File: src/rtl/player_motion_ctrl_pkg.sv
// Shared types and widths for the player motion sequencer.
package player_pkg;

    localparam int POS_W  = 10;
    localparam int VEL_W  = 8;
    localparam int CHG_W  = 6;
    localparam int CALC_W = 12;

    typedef enum logic [2:0] {
        IDLE     = 3'd0,
        WALK     = 3'd1,
        CHARGE   = 3'd2,
        AIRBORNE = 3'd3,
        LAND     = 3'd4
    } state_e;

endpackage

File: src/rtl/player_motion_ctrl_if.sv
// Controller-side bundle: per-frame inputs in, sprite position/state out.
interface player_motion_if;

    logic                          frame_tick;
    logic                          left;
    logic                          right;
    logic                          jump;
    logic [player_pkg::POS_W-1:0]  pos_x;
    logic [player_pkg::POS_W-1:0]  pos_y;
    player_pkg::state_e            state;
    logic                          facing;
    logic [player_pkg::CHG_W-1:0]  charge;
    logic                          landed;

    modport master (
        output frame_tick, left, right, jump,
        input  pos_x, pos_y, state, facing, charge, landed
    );

    modport slave (
        input  frame_tick, left, right, jump,
        output pos_x, pos_y, state, facing, charge, landed
    );

endinterface

File: src/rtl/player_motion_ctrl_axis_step.sv
// One motion axis: pos + signed vel, clamped to [LO,HI], with out-of-range flags.
module motion_axis_step
    import player_pkg::*;
#(
    parameter int LO = 0,
    parameter int HI = 608
) (
    input  logic [POS_W-1:0]        pos,
    input  logic signed [VEL_W-1:0] vel,
    output logic [POS_W-1:0]        next_pos,
    output logic                    hit_lo,
    output logic                    hit_hi
);

    localparam logic signed [CALC_W-1:0] LO_C = CALC_W'(LO);
    localparam logic signed [CALC_W-1:0] HI_C = CALC_W'(HI);

    logic signed [CALC_W-1:0] sum;

    // Widen before adding so a step past either limit is seen, not wrapped.
    always_comb begin
        sum      = $signed({{(CALC_W-POS_W){1'b0}}, pos})
                 + $signed({{(CALC_W-VEL_W){vel[VEL_W-1]}}, vel});
        hit_lo   = sum < LO_C;
        hit_hi   = sum > HI_C;
        next_pos = hit_lo ? LO_C[POS_W-1:0] :
                   hit_hi ? HI_C[POS_W-1:0] : sum[POS_W-1:0];
    end

endmodule

File: src/rtl/player_motion_ctrl.sv
// Per-frame player motion FSM (IDLE/WALK/CHARGE/AIRBORNE/LAND) with velocity integration.
// Define WALL_BOUNCE_EN to reflect vx on wall hits; otherwise a wall hit stops horizontal motion.
module player_motion_ctrl
    import player_pkg::*;
#(
    parameter int X_MIN      = 0,
    parameter int X_MAX      = 608,
    parameter int FLOOR_Y    = 416,
    parameter int Y_MIN      = 0,
    parameter int START_X    = 304,
    parameter int WALK_SPEED = 2,
    parameter int AIR_SPEED  = 3,
    parameter int JUMP_BASE  = 4,
    parameter int MAX_CHARGE = 20,
    parameter int GRAVITY    = 1,
    parameter int MAX_FALL   = 12,
    parameter int LAND_TICKS = 4
) (
    input  logic            sys_clk,
    input  logic            sys_rst,
    player_motion_if.slave  bus
);

    localparam logic signed [VEL_W-1:0] WALK_V    = VEL_W'(WALK_SPEED);
    localparam logic signed [VEL_W-1:0] AIR_V     = VEL_W'(AIR_SPEED);
    localparam logic signed [VEL_W-1:0] GRAV_V    = VEL_W'(GRAVITY);
    localparam logic signed [VEL_W-1:0] FALL_V    = VEL_W'(MAX_FALL);
    localparam logic signed [VEL_W-1:0] BASE_V    = VEL_W'(JUMP_BASE);
    localparam logic [CHG_W-1:0]        CHG_MAX   = CHG_W'(MAX_CHARGE);
    localparam logic [2:0]              LAND_LAST = 3'(LAND_TICKS - 1);

    state_e                  state_q, state_d;
    logic [POS_W-1:0]        x_q, x_d, y_q, y_d;
    logic signed [VEL_W-1:0] vx_q, vx_d, vy_q, vy_d;
    logic [CHG_W-1:0]        charge_q, charge_d;
    logic                    facing_q, facing_d;
    logic                    landed_q, landed_d;
    logic [2:0]              land_cnt_q, land_cnt_d;

    logic [POS_W-1:0]        x_next, y_next;
    logic                    x_hit_lo, x_hit_hi, y_hit_lo, y_hit_hi;
    logic signed [VEL_W-1:0] x_vel, vy_inc, launch_vy;
    logic                    one_dir, floor_hit;

    assign one_dir   = bus.left ^ bus.right;
    // The x stepper is shared: walking speed on the ground, vx in the air.
    assign x_vel     = (state_q == AIRBORNE) ? vx_q : (bus.left ? -WALK_V : WALK_V);
    assign vy_inc    = vy_q + GRAV_V;
    assign launch_vy = -(BASE_V + $signed({{(VEL_W-CHG_W){1'b0}}, charge_q}));
    assign floor_hit = !vy_q[VEL_W-1] && (vy_q != '0)
                     && (y_hit_hi || (y_next == POS_W'(FLOOR_Y)));

    motion_axis_step #(.LO(X_MIN), .HI(X_MAX)) u_x_step (
        .pos      (x_q),
        .vel      (x_vel),
        .next_pos (x_next),
        .hit_lo   (x_hit_lo),
        .hit_hi   (x_hit_hi)
    );

    motion_axis_step #(.LO(Y_MIN), .HI(FLOOR_Y)) u_y_step (
        .pos      (y_q),
        .vel      (vy_q),
        .next_pos (y_next),
        .hit_lo   (y_hit_lo),
        .hit_hi   (y_hit_hi)
    );

    always_ff @(posedge sys_clk) begin
        // NOTE: non-blocking so every register samples the pre-edge values.
        if (sys_rst) begin
            state_q    <= IDLE;
            x_q        <= POS_W'(START_X);
            y_q        <= POS_W'(FLOOR_Y);
            vx_q       <= '0;
            vy_q       <= '0;
            charge_q   <= '0;
            facing_q   <= 1'b1;
            landed_q   <= 1'b0;
            land_cnt_q <= '0;
        end else begin
            state_q    <= state_d;
            x_q        <= x_d;
            y_q        <= y_d;
            vx_q       <= vx_d;
            vy_q       <= vy_d;
            charge_q   <= charge_d;
            facing_q   <= facing_d;
            landed_q   <= landed_d;
            land_cnt_q <= land_cnt_d;
        end
    end

    always_comb begin
        state_d = state_q;
        if (bus.frame_tick) begin
            case (state_q)
                IDLE, WALK: begin
                    if (bus.jump)   state_d = CHARGE;
                    else if (one_dir) state_d = WALK;
                    else            state_d = IDLE;
                end
                CHARGE:   if (!bus.jump) state_d = AIRBORNE;
                AIRBORNE: if (floor_hit) state_d = LAND;
                LAND:     if (land_cnt_q == LAND_LAST) state_d = IDLE;
                default:  state_d = IDLE;
            endcase
        end
    end

    always_comb begin
        // NOTE: every target gets its hold value first so no path infers a latch.
        x_d        = x_q;
        y_d        = y_q;
        vx_d       = vx_q;
        vy_d       = vy_q;
        charge_d   = charge_q;
        facing_d   = facing_q;
        landed_d   = 1'b0;
        land_cnt_d = land_cnt_q;
        if (bus.frame_tick) begin
            case (state_q)
                IDLE, WALK: begin
                    if (bus.jump) begin
                        charge_d = '0;
                    end else if (one_dir) begin
                        facing_d = bus.right;
                        x_d      = x_next;
                    end
                end
                CHARGE: begin
                    if (bus.jump) begin
                        if (charge_q < CHG_MAX) charge_d = charge_q + 1'b1;
                        if (one_dir) facing_d = bus.right;
                    end else begin
                        vy_d = launch_vy;
                        vx_d = !one_dir ? '0 : (bus.left ? -AIR_V : AIR_V);
                    end
                end
                AIRBORNE: begin
                    x_d = x_next;
                    if (x_hit_lo || x_hit_hi) begin
`ifdef WALL_BOUNCE_EN
                        vx_d = -vx_q;
`else
                        vx_d = '0;
`endif
                    end
                    if (floor_hit) begin
                        y_d        = POS_W'(FLOOR_Y);
                        vy_d       = '0;
                        vx_d       = '0;
                        charge_d   = '0;
                        landed_d   = 1'b1;
                        land_cnt_d = '0;
                    end else if (y_hit_lo) begin
                        y_d  = y_next;
                        vy_d = '0;
                    end else begin
                        y_d  = y_next;
                        vy_d = (vy_inc > FALL_V) ? FALL_V : vy_inc;
                    end
                end
                LAND: if (land_cnt_q != LAND_LAST) land_cnt_d = land_cnt_q + 1'b1;
                default: ;
            endcase
        end
    end

    assign bus.pos_x  = x_q;
    assign bus.pos_y  = y_q;
    assign bus.state  = state_q;
    assign bus.facing = facing_q;
    assign bus.charge = charge_q;
    assign bus.landed = landed_q;

endmodule

File: src/flat_wrapper.sv
// flat-port wrapper written by rule: the top's interface ports become plain ports
module player_motion_ctrl_flat import player_pkg::*;
#(
    parameter int X_MIN      = 0,
    parameter int X_MAX      = 608,
    parameter int FLOOR_Y    = 416,
    parameter int Y_MIN      = 0,
    parameter int START_X    = 304,
    parameter int WALK_SPEED = 2,
    parameter int AIR_SPEED  = 3,
    parameter int JUMP_BASE  = 4,
    parameter int MAX_CHARGE = 20,
    parameter int GRAVITY    = 1,
    parameter int MAX_FALL   = 12,
    parameter int LAND_TICKS = 4
)
  (sys_clk, sys_rst, bus_frame_tick, bus_left, bus_right, bus_jump, bus_pos_x, bus_pos_y, bus_state, bus_facing, bus_charge, bus_landed);
  player_motion_if bus_i ();
  input  logic sys_clk;
  input  logic sys_rst;
  input wire logic [$bits(bus_i.frame_tick)-1:0] bus_frame_tick;
  input wire logic [$bits(bus_i.left)-1:0] bus_left;
  input wire logic [$bits(bus_i.right)-1:0] bus_right;
  input wire logic [$bits(bus_i.jump)-1:0] bus_jump;
  output wire logic [$bits(bus_i.pos_x)-1:0] bus_pos_x;
  output wire logic [$bits(bus_i.pos_y)-1:0] bus_pos_y;
  output wire logic [$bits(bus_i.state)-1:0] bus_state;
  output wire logic [$bits(bus_i.facing)-1:0] bus_facing;
  output wire logic [$bits(bus_i.charge)-1:0] bus_charge;
  output wire logic [$bits(bus_i.landed)-1:0] bus_landed;
  assign bus_i.frame_tick = bus_frame_tick;
  assign bus_i.left = bus_left;
  assign bus_i.right = bus_right;
  assign bus_i.jump = bus_jump;
  assign bus_pos_x = bus_i.pos_x;
  assign bus_pos_y = bus_i.pos_y;
  assign bus_state = bus_i.state;
  assign bus_facing = bus_i.facing;
  assign bus_charge = bus_i.charge;
  assign bus_landed = bus_i.landed;
  player_motion_ctrl #(.X_MIN(X_MIN), .X_MAX(X_MAX), .FLOOR_Y(FLOOR_Y), .Y_MIN(Y_MIN), .START_X(START_X), .WALK_SPEED(WALK_SPEED), .AIR_SPEED(AIR_SPEED), .JUMP_BASE(JUMP_BASE), .MAX_CHARGE(MAX_CHARGE), .GRAVITY(GRAVITY), .MAX_FALL(MAX_FALL), .LAND_TICKS(LAND_TICKS)) u_core (.sys_clk(sys_clk), .sys_rst(sys_rst), .bus(bus_i));
endmodule
File: config.mk
export PLATFORM = sky130hd
export DESIGN_NAME = player_motion_ctrl_flat
export DESIGN_NICKNAME = d
export VERILOG_FILES = /design/src/rtl/player_motion_ctrl_pkg.sv /design/src/rtl/player_motion_ctrl_if.sv /design/src/rtl/player_motion_ctrl_axis_step.sv /design/src/rtl/player_motion_ctrl.sv /design/src/flat_wrapper.sv
export SDC_FILE = /design/constraint.sdc
export NUM_CORES = 1
export LEC_CHECK = 0
export ABC_AREA = 1
export CAP_MARGIN = 20
export CORE_ASPECT_RATIO = 1.25
export CORE_MARGIN = 5
export CORE_UTILIZATION = 58
export CTS_BUF_LIST = sky130_fd_sc_hd__clkbuf_16
export CTS_CLUSTER_SIZE = 10
export DETAILED_ROUTE_END_ITERATION = 10
export HOLD_SLACK_MARGIN = 0.15
export PLACE_DENSITY_LB_ADDON = 0.2
export SYNTH_ARGS = -nofsm -noshare
export SYNTH_HDL_FRONTEND = slang
export SYNTH_SLANG_ARGS = --single-unit
File: constraint.sdc
create_clock -name sys_clk -period 3.75 [get_ports sys_clk]
set_input_delay 0.9375 -clock sys_clk [delete_from_list [all_inputs] [get_ports sys_clk]]
set_output_delay 0.9375 -clock sys_clk [all_outputs]
set_load 0.1 [all_outputs]
Word-level counts from Yosys, hierarchy flattened --
Cells that the tools add are included.
Word-level totals: memory bits (read-only) 0, memories 0, input port bits 6, logic and storage cells 104, register bits after elaboration 50, latch bits 0, memory bits (writable) 0
Cells by class: bitwise gates (word level) 3, multipliers 0, reductions and logical operators 22, equal/unequal tests 17, multiplexer cells 40, divide/modulo/power cells 0, shift-type cells 0, add/sub/neg operators 7, magnitude comparators 6
Operators with widths (count):
- two-way mux 8 bit | 11
- two-way mux 10 bit | 7
- one-hot mux 8 bit (2 select lines) | 2
- adder 11 x 8 -> 12 bit | 2
- less-than comparator 12 x 1 -> 1 bit, second input constant | 2
- two-way mux 6 bit | 4
- one-hot mux 10 bit (2 select lines) | 1
- AND reduction 4 bit | 5
- two-way mux 3 bit | 6
- one-hot mux 6 bit (3 select lines) | 1
- greater-than comparator 12 x 10 -> 1 bit, second input constant | 1
- greater-than comparator 12 x 11 -> 1 bit, second input constant | 1
- one-hot mux 3 bit (4 select lines) | 1
- equality test 10 x 9 -> 1 bit, second input constant | 1
- inequality test 2 x 1 -> 1 bit, second input constant | 5
- equality test 3 x 2 -> 1 bit, second input constant | 3
- adder 8 x 2 -> 8 bit, second input constant | 1
- greater-than comparator 8 x 5 -> 1 bit, second input constant | 1
- inequality test 2 bit, second input constant | 4
- negation 8 bit | 1
- nonzero test 2 bit | 4
- nonzero test 8 bit | 1
- adder 3 x 6 -> 7 bit, first input constant | 1
- adder 6 x 1 -> 6 bit, second input constant | 1
- other kinds (20) | 28

Depth between registers and ports, before layout --
word-level depth 9, depth in mapped cells 26, mapped depth without buffers 25

By module --
Synthesis repeated with hierarchy kept, for this count alone.
Unflattened totals: cell total of the unflattened synthesis 652, area, all modules 4030.1 um^2
Modules (own cells, without submodules):
- player_motion_ctrl | area each 2471.1 um^2, cells an instance 355, instances 1
- motion_axis_step (u_core.u_y_step) | area each 795.8 um^2, cells an instance 155, instances 1
- motion_axis_step (u_core.u_x_step) | area each 763.2 um^2, cells an instance 142, instances 1

Least setup slack after synthesis --
Ideal clock, no wire load.
path kind flip-flop to flip-flop, from register u_core.state_q[1], in the netlist u_core.bus.state[1], to register u_core.x_q[3], in the netlist u_core.bus.pos_x[3], stages on the path, launching flop included 19, setup slack 216 ps, data required time 3679 ps, data arrival time 3463 ps, library setup time 71 ps, path through dfxtp_1 -> inv_1 -> nor2_2 -> nand2_1 -> o21ai_1 -> ha_1 -> a21oi_1 -> nor2_1 -> nor2_1 -> nand3b_1 -> nand2_1 -> nand2_1 -> inv_1 -> nand2_1 -> nand2_1 -> nand2_1 -> nor3_4 -> nand3_1 -> a21oi_1
On the way: cells in the longest elaborated chain, start to end 9
Ends and longest elaborated chain:
- from (decl) | RTL line player_motion_ctrl.sv:32 | state_e state_q, state_d;
- from (signal assigned) | RTL line player_motion_ctrl.sv:82 | state_q <= state_d;
- equality test 3 x 2 -> 1 bit | RTL line player_motion_ctrl.sv:47, player_motion_ctrl.sv:122
- two-way mux 8 bit | RTL line player_motion_ctrl.sv:47 | assign x_vel = (state_q == AIRBORNE) ? vx_q : (bus.left ? -WALK_V : WALK_V);
- adder 11 x 8 -> 12 bit | RTL line player_motion_ctrl_axis_step.sv:23 | + $signed({{(CALC_W-VEL_W){vel[VEL_W-1]}}, vel});
- greater-than comparator 12 x 11 -> 1 bit | RTL line player_motion_ctrl_axis_step.sv:25 | hit_hi = sum > HI_C;
- two-way mux 10 bit | RTL line player_motion_ctrl_axis_step.sv:27 | hit_hi ? HI_C[POS_W-1:0] : sum[POS_W-1:0];
- two-way mux 10 bit | RTL line player_motion_ctrl_axis_step.sv:26 | next_pos = hit_lo ? LO_C[POS_W-1:0] :
- two-way mux 10 bit | RTL line player_motion_ctrl.sv:126 | end else if (one_dir) begin
- two-way mux 10 bit | RTL line player_motion_ctrl.sv:124 | if (bus.jump) begin
- one-hot mux 10 bit (2 select lines) | RTL line player_motion_ctrl.sv:122 | case (state_q)
- to (signal assigned) | RTL line player_motion_ctrl.sv:73 | x_q <= POS_W'(START_X);
- to (decl) | RTL line player_motion_ctrl.sv:33 | logic [POS_W-1:0] x_q, x_d, y_q, y_d;
Parallel ways exist; a longest one is shown, timed or not. The select of a mux whose other input is x is not followed. A chain may end at the register's enable or synchronous reset.

Worst setup path in the final report --
from input bus_left, to register u_core.x_q[7], in the netlist u_core.bus.pos_x[7]
On the way: cells in the longest elaborated chain, start to end 9
Ends and longest elaborated chain:
- from (decl) | RTL line flat_wrapper.sv:22 | input wire logic [$bits(bus_i.left)-1:0] bus_left;
- two-way mux 8 bit (2 in series) | RTL line player_motion_ctrl.sv:47
- adder 11 x 8 -> 12 bit | RTL line player_motion_ctrl_axis_step.sv:23
- greater-than comparator 12 x 11 -> 1 bit | RTL line player_motion_ctrl_axis_step.sv:25
- two-way mux 10 bit | RTL line player_motion_ctrl_axis_step.sv:27
- two-way mux 10 bit | RTL line player_motion_ctrl_axis_step.sv:26
- two-way mux 10 bit | RTL line player_motion_ctrl.sv:126
- two-way mux 10 bit | RTL line player_motion_ctrl.sv:124
- one-hot mux 10 bit (2 select lines) | RTL line player_motion_ctrl.sv:122
Parallel ways exist; a longest one is shown, timed or not. The select of a mux whose other input is x is not followed.

==> reports/results.ini <==
[synthesis]
synthesis.nets=662
ys_async_sr_fraction_pct=0
syn_area_um2=3832
synth_cells=621
synth_edf_count=0
yosysSeqAreaShare_pct=23.51
synth_cell_types=39
synthFlopType=dfxtp_1
synth.avg_cell_area_um2=6.171
yosysWarnings=0
ys_ff_latch=45

[floorplanning]
ios=37
start_util_pct=59.12
coreArea_um2=6482
die_w_um=82.71
die-area_um2=8343
std_cell_rows=33
die-height_um=100.9

[power]
internal-power_uw=957.8
leakage_nw=2.199
finalPower_mw=1.661
power.switching_uw=703.6
p_per_area_nw_per_um2=374.9
combPwrFrac_pct=40.9
seq_power_share_pct=33.5
irDropWorstVdd_mv=0.2638
clkPwrFrac_pct=25.5
swShare_pct=42.35

[sta]
slew_headroom_pct=34.38
hold_viol_final=0
fmax_mhz=297.7
clock_skew_ns=0.005247
setup_ws_ns=0.3911
fin_setup_tns_ns=0
setup_violations=0
final-max-slew-violation-count=0
grt_setup_unrepaired=false
worst_pin_slew_ns=0.9812
min_period_ns=3.359
finalCritPeriodShare_pct=89.57
holdWs_ns=0.4862

[clock_tree]
cts_tree=done
post_cts_buffers=0
clk_latency_ns=0.29
hold_buffers=0
cts_buffers=5
cts_root_buf=clkbuf_16
clk_pin_slew_ns=0.06
cts_max_level=2
cts_sinks=45
clockBufferDepth=2
cts_resized=0

[critical_path]
cp.arrival_ns=3.58
worstSetupStartpoint=bus_left
required_ns=3.97
cp-start-kind=input pin
r2r_start=u_core.bus.state[1]$_SDFFE_PP0P_
end_kind=flip-flop
reg2reg_slack_ns=0.69
cp_max_fo=10
path_class=input pin to flip-flop

[final_layout]
drive_above_1_share_pct=5.287
diodes=0
syn_to_final_growth_pct=15.64
layout.nets=702
stdcell_area_um2=4432

[drt]
viasPerCell=5.339
first_pass_iters=5
vias=3999
wire_per_inst_um=12.88
first_iter_violations=165
wl_um=9650
ant_nets=0
drc=0

[global_routing]
grt_use_total_pct=24.43
grt_pass1_vias=3800
overflow=0
antenna_found_initial=0
grt_start_max_net_pins=28
grt_pass1_wl_um=16350

[placed_design]
gp_congestion=0.8963
place_area_um2=4284
place_ws_ns=0.1025
hpwl_um=7520
place.port_buffers=36

[hold_path]
min_path_type=flip-flop to flip-flop
worstHoldStart=u_core.bus.pos_y[3]$_SDFFE_PP0P_

[outcome]
status=completed

[run]
cap_violations=0

## metal layers
metal	vias to the layer above	global-route usage, %	routed length, µm
met5	-	0	0
met4	0	8.805	209
met3	19	2.683	416
met2	93	45.74	5114
met1	1802	27.68	3910
li1	2085	-	-
## power by group through the flow
stage	clock network (mW)	registers, mW	logic, mW
after floorplan	0	0.709	0.379
after global placement	0	0.565	0.662
after detailed placement	0	0.566	0.672
after CTS	0.433	0.556	0.677
after global routing	0.447	0.561	0.755
final	0.424	0.557	0.680
## stage by stage
stage	instances	util (%)
floorplan	621	-
global placement	740	66.09
detailed placement	740	66.09
global route	749	68.37
finish	749	68.37
CTS	748	68.25
## critical path, cell delays in order
cell and delay (ns):
clkdlybuf4s50_1 0.50, nand2_1 0.06, o21ai_1 0.10, buf_4 0.21, ha_1 0.30, nand2_1 0.09
nand2_1 0.06, inv_1 0.07, nand2_1 0.06, nand2_1 0.08, nand2_1 0.05, nand2_1 0.09
nand2_1 0.08, nand2_1 0.07, nand2_1 0.05, nand3b_1 0.11, nand2_1 0.13, nor3_4 0.27
nand3_1 0.12, a21oi_1 0.13
## kinds of logic after synthesis
group	synth area share [%]
flops	23.51
compound gates	12.83
buf+inv	10.51
simple gates	38.13
xor+xnor	3.199
fa+ha+maj	11.82
## cells in the mapped netlist (all sizes together) (2+ instances only)
library cell / n / area, µm²
nand3b: 11 / 82.58
a21oi: 58 / 294.0
nor3: 9 / 61.31
ha: 33 / 412.9
o21ai: 23 / 115.1
nand2: 177 / 684.4
inv: 92 / 345.3
buf: 5 / 31.28
xnor2: 4 / 35.03
nor2: 66 / 252.7
nand4: 16 / 106.4
clkinv: 2 / 7.510
a31oi: 2 / 12.51
nand3: 49 / 255.3
o21bai: 2 / 15.01
or2: 2 / 12.51
dfxtp: 45 / 900.9
xor2: 10 / 87.58
clkbuf: 5 / 18.77
fa: 2 / 40.04
## area by class of cell
type	count	area, µm²
Inverter	94	352.8
Clock inverter	3	15.01
Tap cell	87	108.9
Multi-Input combinational cell	472	2529
Clock buffer	5	125.1
Timing Repair Buffer	43	400.4
Fill cell	605	2051
Sequential cell	45	900.9
## flip-flops by register name, indices dropped and copies added (netlist names)
| name | flops |
|---|---|
| u_core.bus.pos_x | 10 |
| u_core.bus.pos_y | 10 |
| u_core.vy_q | 8 |
| u_core.bus.charge | 6 |
| u_core.bus.state | 3 |
| u_core.land_cnt_q | 3 |
| u_core.vx_q | 3 |
| u_core.bus.facing | 1 |
| u_core.bus.landed | 1 |
## path summary, 6_finish.rpt
check                                                         to  depth (start not counted)
worst max register to register  u_core.bus.pos_x[7]$_SDFFE_PP0P_                         20
worst max-delay path            u_core.bus.pos_x[7]$_SDFFE_PP0P_                         20
worst min-delay path            u_core.bus.pos_y[3]$_SDFFE_PP0P_                          2
worst min register to register  u_core.bus.pos_y[3]$_SDFFE_PP0P_                          2
## placed cells by master (no fill, tap or decap), drive strengths merged, types with 2 or more instances in the layout
| cell type | instances |
|---|---|
| clkbuf | 5 |
| nand3b | 11 |
| nor3 | 9 |
| a21oi | 58 |
| xor2 | 10 |
| a31oi | 2 |
| nand4 | 16 |
| nand3 | 49 |
| clkinv | 2 |
| dfxtp | 45 |
| nand2 | 177 |
| fa | 2 |
| clkdlybuf4s50 | 31 |
| ha | 33 |
| xnor2 | 4 |
| nor2 | 66 |
| o21ai | 23 |
| o21bai | 2 |
| or2 | 2 |
| buf | 12 |
| inv | 94 |
(Power assumes the default switching activity.)
